==> config.mk <==
export PLATFORM = sky130hd
export DESIGN_NAME = mem_ctrl
export DESIGN_NICKNAME = d
export VERILOG_FILES = /design/src/rtl/mem_ctrl.sv
export SDC_FILE = /design/constraint.sdc
export NUM_CORES = 1
export LEC_CHECK = 0
export CAP_MARGIN = 20
export CORE_MARGIN = 8
export CORE_UTILIZATION = 52
export DETAILED_ROUTE_END_ITERATION = 12
export DONT_BUFFER_PORTS = 1
export GPL_TIMING_DRIVEN = 0
export HOLD_SLACK_MARGIN = 0.06
export PLACE_DENSITY = 0.64
export SETUP_SLACK_MARGIN = 0.05
export SLEW_MARGIN = 20
export SYNTH_ARGS = -nofsm -noshare
export SYNTH_HDL_FRONTEND = slang
export SYNTH_SLANG_ARGS = --single-unit
==> constraint.sdc <==
create_clock -name CLK -period 13.35 [get_ports CLK]
set_input_delay 2.67 -clock CLK [delete_from_list [all_inputs] [get_ports CLK]]
set_output_delay 2.67 -clock CLK [all_outputs]
set_load 0.01 [all_outputs]
==> src/rtl/mem_ctrl.sv <==
//------------------------------------------------------------------------------
// Module      : mem_ctrl
// Description : Serialises word-wide MEM-stage accesses onto a byte-wide
//               synchronous RAM port and assembles read words.
// Revision    : 1.0 - initial release
//------------------------------------------------------------------------------
`default_nettype none

module mem_ctrl #(
    parameter int RAM_AW = 17
) (
    input  logic              CLK,
    input  logic              RST,
    input  logic [31:0]       mem_addr,
    input  logic              mem_read,
    input  logic              mem_write,
    input  logic [3:0]        mem_mask,
    input  logic [31:0]       mem_wdata,
    output logic [31:0]       mem_data,
    output logic              busy,
    output logic [RAM_AW-1:0] ram_addr,
    output logic              ram_wr,
    output logic [7:0]        ram_din,
    input  logic [7:0]        ram_dout
);

    typedef enum logic [1:0] {
        IDLE  = 2'd0,
        XFER  = 2'd1,
        RTAIL = 2'd2,
        DONE  = 2'd3
    } state_t;

    state_t              r_state;
    state_t              w_next_state;
    logic [1:0]          r_cnt;
    logic [RAM_AW-1:0]   r_addr;
    logic                r_write;
    logic [3:0]          r_mask;
    logic [31:0]         r_wdata;
    logic [23:0]         r_word;

    logic                w_req;
    logic [1:0]          w_cnt_nxt;
    logic [RAM_AW-1:0]   w_addr_nxt;
    logic [31:0]         w_wshift;
    logic                w_unused_addr;

    assign w_req         = mem_read | mem_write;
    assign w_cnt_nxt     = r_cnt + 2'd1;
    assign w_addr_nxt    = r_addr + {{(RAM_AW-2){1'b0}}, w_cnt_nxt};
    assign w_wshift      = r_wdata >> {w_cnt_nxt, 3'b000};
    assign w_unused_addr = ^mem_addr[31:RAM_AW];

    // Low during DONE so the pipeline advances exactly once per access.
    assign busy = w_req & (r_state != DONE) & ~RST;

    always_ff @(posedge CLK or posedge RST) begin
        if (RST) begin
            r_state <= IDLE;
        end else begin
            r_state <= w_next_state;
        end
    end

    always_comb begin
        w_next_state = r_state;
        case (r_state)
            IDLE: begin
                if (w_req) begin
                    w_next_state = XFER;
                end
            end
            XFER: begin
                if (r_cnt == 2'd3) begin
                    w_next_state = r_write ? DONE : RTAIL;
                end
            end
            RTAIL: w_next_state = DONE;
            DONE:  w_next_state = IDLE;
            default: w_next_state = IDLE;
        endcase
    end

    // RAM-side outputs are registered one byte ahead: the edge leaving
    // IDLE already presents byte 0, each XFER edge presents the next byte.
    always_ff @(posedge CLK or posedge RST) begin
        if (RST) begin
            r_cnt    <= 2'd0;
            r_addr   <= '0;
            r_write  <= 1'b0;
            r_mask   <= 4'd0;
            r_wdata  <= 32'd0;
            r_word   <= 24'd0;
            ram_addr <= '0;
            ram_wr   <= 1'b0;
            ram_din  <= 8'd0;
            mem_data <= 32'd0;
        end else begin
            case (r_state)
                IDLE: begin
                    ram_wr <= 1'b0;
                    if (w_req) begin
                        r_cnt    <= 2'd0;
                        r_addr   <= mem_addr[RAM_AW-1:0];
                        r_write  <= mem_write;
                        r_mask   <= mem_mask;
                        r_wdata  <= mem_wdata;
                        ram_addr <= mem_addr[RAM_AW-1:0];
                        ram_wr   <= mem_write & mem_mask[0];
                        ram_din  <= mem_wdata[7:0];
                    end
                end
                XFER: begin
                    r_cnt <= w_cnt_nxt;
                    if (r_cnt != 2'd3) begin
                        ram_addr <= w_addr_nxt;
                        ram_wr   <= r_write & r_mask[w_cnt_nxt];
                        ram_din  <= w_wshift[7:0];
                    end else begin
                        ram_wr <= 1'b0;
                    end
                    // RAM read data trails its address by one cycle.
                    if (!r_write) begin
                        case (r_cnt)
                            2'd1:    r_word[7:0]   <= ram_dout;
                            2'd2:    r_word[15:8]  <= ram_dout;
                            2'd3:    r_word[23:16] <= ram_dout;
                            default: r_word        <= r_word;
                        endcase
                    end
                end
                RTAIL: begin
                    ram_wr   <= 1'b0;
                    mem_data <= {ram_dout, r_word};
                end
                DONE: begin
                    ram_wr <= 1'b0;
                end
                default: begin
                    ram_wr <= 1'b0;
                end
            endcase
        end
    end

endmodule

`default_nettype wire

# ---- After elaboration in Yosys (flattened, before gate mapping)
# Cells that the tools add are included.
dict set report word_totals {
  register_bits 140
  output_inout_bits 59
}
dict set report op_classes {
  add_sub_neg 2
  n_lt_le_gt_ge 1
  n_eq_ne 11
  shift 1
  muxes 17
  n_bitwise 7
  reduce_logical 10
}
# cell n
set op_table {}
lappend op_table {{2-to-1 mux 17 bit} 2}
lappend op_table {{one-hot mux 17 bit (2 select lines)} 1}
lappend op_table {{>> shifter 32 x 5 -> 8 bit} 1}
lappend op_table {{adder 17 x 2 -> 17 bit} 1}
lappend op_table {{2-to-1 mux 8 bit} 2}
lappend op_table {{one-hot mux 8 bit (2 select lines)} 1}
lappend op_table {{AND reduction 3 bit} 4}
lappend op_table {{!= test 2 bit (second input constant)} 5}
lappend op_table {{equality test 2 bit (second input constant)} 4}
lappend op_table {{one-hot mux 2 bit (4 select lines)} 1}
lappend op_table {{2-to-1 mux 2 bit} 3}
lappend op_table {{AND reduction 2 bit} 3}
lappend op_table {{bitwise AND 1 bit} 4}
lappend op_table {{equality test 2 x 1 -> 1 bit (second input constant)} 2}
lappend op_table {{2-to-1 mux 1 bit} 4}
lappend op_table {{one-hot mux 2 bit (2 select lines)} 1}
lappend op_table {{< comparator 2 x 3 -> 1 bit (second input constant)} 1}
lappend op_table {{one-hot mux 1 bit (3 select lines)} 1}
lappend op_table {{adder 2 x 1 -> 2 bit (second input constant)} 1}
lappend op_table {{binary-select mux 1 bit (select 2 bit)} 1}
lappend op_table {{zero test 2 bit} 1}
lappend op_table {{inverter 1 bit} 2}
lappend op_table {{nonzero test 2 bit} 1}
lappend op_table {{OR reduction 2 bit} 1}
lappend op_table {{bitwise OR 1 bit} 1}

# ---- Longest topological paths before layout
dict set report depth {
  ltp_word 6
  depth_mapped 10
  mapped_depth_nobuf 8
}

# ---- Least setup slack after synthesis
# No wires, ideal clock.
dict set report synth_path {
  kind {input-to-output}
  start {input RST}
  end {output busy}
  t_arrival_ns 2.960
  required_ns 10.680
  slack_ns 7.720
  stages 1
  path_buffers 0
  cell_sequence {nor3_1}
}
dict set report synth_between {
  elab_chain_cells 2
}
# element line
set synth_lines {}
lappend synth_lines {{start, declared} 13} ;# input logic RST,
lappend synth_lines {{inverter 1 bit} 56} ;# assign busy = w_req & (r_state != DONE) & ~RST;
lappend synth_lines {{bitwise AND 1 bit} 56}
lappend synth_lines {{end, declared} 20} ;# output logic busy,
# No other way between the ends.

# ---- Worst setup path in the final report
dict set report layout_path {
  start {input mem_write}
  end {output busy}
}
dict set report layout_between {
  elab_chain_cells 3
}
# element line
set layout_lines {}
lappend layout_lines {{start, declared} 16} ;# input logic mem_write,
lappend layout_lines {{bitwise OR 1 bit} 49} ;# assign w_req = mem_read | mem_write;
lappend layout_lines {{bitwise AND 1 bit (2 in series)} 56}
# No other way between the ends.

==> run_results.csv <==
group,metric,value,unit
outcome,outcome,"complete, no violations",
setup_path,timing.rr.end,"ram_addr[13]",
clock_network,cts_resized,0,
timing,hold_violations,0,
synthesis,syn_inst,465,
cells_and_area,drive_gt1_share,33.5,%
die,start_util,53.7,%
setup_path,crit_required,10680,ps
min_path,hold_start,"r_word[8]",
clock_network,tritoncts,"done",
grt,antenna_found_initial,0,
die,rows,39,
routing,drt_iter0_markers,248,
synthesis,synth.most_common_cell,"dfrtp_1",
die,core_area,11500,um^2
synthesis,yosys.area.top_type,"dfrtp_1",
timing,slew_headroom,48.1,%
setup_path,r2r_slack,9630,ps
timing,whs,489,ps
grt,groute.layer.met2.usage,28.4,%
min_path,hold_path.class,"reg2reg",
setup_path,cpMaxStageDelayCell,"nor3_1",
die,die_area,15600,um^2
routing,routed_via_density,5.85,
clock_network,clockRootBuffer,"clkbuf_16",
timing,rsz0062_at_grt,"false",
setup_path,r2r_start,"r_cnt[0]",
timing,setup_violations,0,
clock_network,postCtsSetupBuffers,0,
grt,grt-busiest-layer,"met2",
power,p_leak,0.00289,uW
setup_path,worstSetupEndpoint,"busy",
timing,fmax,173,MHz
grt,grt_first_pass_wirelength,22500,um
cells_and_area,fin_nets,576,
die,die_w,125,um
placed_design,portBuffers,0,
cells_and_area,instances_no_fill,641,
synthesis,yosysSeqAreaShare,56.9,%
clock_network,cts_buffer_depth,2,
power,p_per_area,289,nW/um^2
timing,period_share,43.4,%
routing,wl,13900,um
setup_path,endpoint_kind,"output pin",
routing,route.detailed.drc,0,
setup_path,path_max_fanout,6,
timing,fin_ws,7560,ps
placed_design,dp_cells,609,
synthesis,synthArstFlopShare,100,%
clock_network,cts.sinks,140,
routing,first_pass_iters,4,
synthesis,synth_area_leaders,"dfrtp_1, mux2_2, mux4_2",
setup_path,r2r.worst_path.cells,10,
placed_design,dp_slack,7560,ps
timing,period_needed,5790,ps
setup_path,crit_chain,"nor2_1, nor3_1",
placed_design,gp_congestion,0.795,
clock_network,clk_pin_slew_worst_paths,60,ps
cells_and_area,syn_to_final_growth,12.5,%
grt,grt_overflow_total,0,
clock_network,cts_hold_buf,0,
grt,track_usage,18.6,%
synthesis,syn-num-nets,556,
setup_path,max_stage_delay,420,ps
setup_path,setup.worst_path.start_class,"input pin",
synthesis,synthTopCellsByCount,"dfrtp_1, mux2_2, nand2_1",
setup_path,worst-setup-path-type,"in2out",
setup_path,crit_arrival,3120,ps
cells_and_area,diodes,0,
cells_and_area,fill_cells,910,
grt,met1_usage,22.2,%
setup_path,cp-startpoint,"mem_write",
setup_path,critPathTopFamily,"simple AND/OR/NAND/NOR gates",
timing,worst_slew_pin_slew,778,ps
synthesis,ys_warn_count,0,
clock_network,worstSkewPairLatency,420,ps
placed_design,placed_area,6370,um^2
die,io_pins,139,
grt,grt_pass1_vias,3959,
synthesis,synth.distinct_cells,41,
synthesis,synthFlopType,"dfrtp_1",
timing,slew_viol_final,0,
timing,setup_tns,0,ps
die,die-height,125,um
setup_path,crit_cells,2,
synthesis,synth_edf_count,0,
routing,wire_per_inst,21.7,um
setup_path,cp_num_buf_inv,0,
synthesis,synth_top_area_share,56.9,%
power,ir_worst_vdd,0.150,mV
job,cap_violations,0,
grt,grt_max_degree,81,
timing,skew,5.90,ps
clock_network,htree_levels,4,
placed_design,dp_hpwl,9930,um
routing,detail-route-antenna-nets,0,
clock_network,numCtsBuffers,17,
cells_and_area,stdcell_area,6930,um^2
grt,met3_usage,8.30,%
routing,routed-via-count,3752,
synthesis,synthesis.area,6160,um^2
synthesis,ys_seq_elements,140,
synthesis,avgSynthCellArea,13.2,um^2
area by class of cell:
class | instances | area [um^2] | share of cell area [%]
buffer | 20 | 108 | 1.55
clock buffer | 25 | 495 | 7.15
clock inverter | 7 | 62.6 | 0.903
inverter | 12 | 52.6 | 0.758
multi-input combinational | 293 | 2500 | 36.1
sequential | 140 | 3500 | 50.6
tap | 143 | 179 | 2.58
timing repair buffer | 1 | 27.5 | 0.397
cells in the final DEF (no fill, tap or decap), types with 2 or more instances in the layout:
cell type  synthesis  layout
o31a_1             2       2
nand2_1           31      31
nand2_2            3       3
nand3_1            3       3
nor4_1             7       7
nand4_1            6       6
mux2i_1            4       4
buf_2              8       8
a21oi_1           27      27
ha_1              10      10
o21ai_0           10      10
o21ai_1            7       7
clkbuf_8           0       4
nor3b_1            6       6
mux2_2           109     109
mux4_2             9       9
dfrtp_1          140     140
buf_4              2       2
xnor2_1           11      11
nor2b_1            2       2
nor2_1            20      20
buf_1              3       3
clkbuf_1           5       9
o22ai_1            5       5
clkbuf_16          0      17
buf_6              2       2
nor3_1             7       7
clkinv_2           0       5
inv_1             11      10
power by group:
part / internal [uW] / switching, uW
registers: 649 / 195
logic: 368 / 348
clock network: 274 / 168
per-layer routing:
layer / vias up / part of all wire (%)
met1: 1886 / 40
met2: 134 / 48
met4: 0 / 2.4
met5: - / 0
li1: 1704 / -
met3: 28 / 9.4
cells by family after synthesis:
family	after synthesis	synth area share, %
compound gates	57	5.22
xor+xnor	11	1.56
fa+ha+maj	11	2.36
buf+inv	32	2.48
flops	140	56.9
mux	122	23.9
simple gates	92	7.60
sequential cells by signal, summed over array words and instances (netlist names):
| name | cells |
|---|---|
| mem_data | 32 |
| r_addr | 17 |
| r_cnt | 2 |
| r_mask | 4 |
| r_state | 2 |
| r_wdata | 32 |
| r_word | 24 |
| r_write | 1 |
| ram_addr | 17 |
| ram_din | 8 |
| ram_wr | 1 |
how the worst min path moves through the flow:
stage | to | slack (ps) | cells after the start
after CTS | mem_data[8] | 500 | 1
after floorplan | r_write | 470 | 2
after global placement | mem_data[21] | 480 | 1
after detailed placement | mem_data[8] | 490 | 1
final | mem_data[8] | 490 | 1
after global routing | mem_data[11] | 510 | 1
stage by stage:
step                      power, uW  util (%)
final                          2000      60.4
after global placement         1540      55.3
after detailed placement       1580      55.6
after floorplan                1380         -
after CTS                      2030      60.4
after global routing           2140      60.4
No activity file was read; power rests on OpenSTA's default activity.
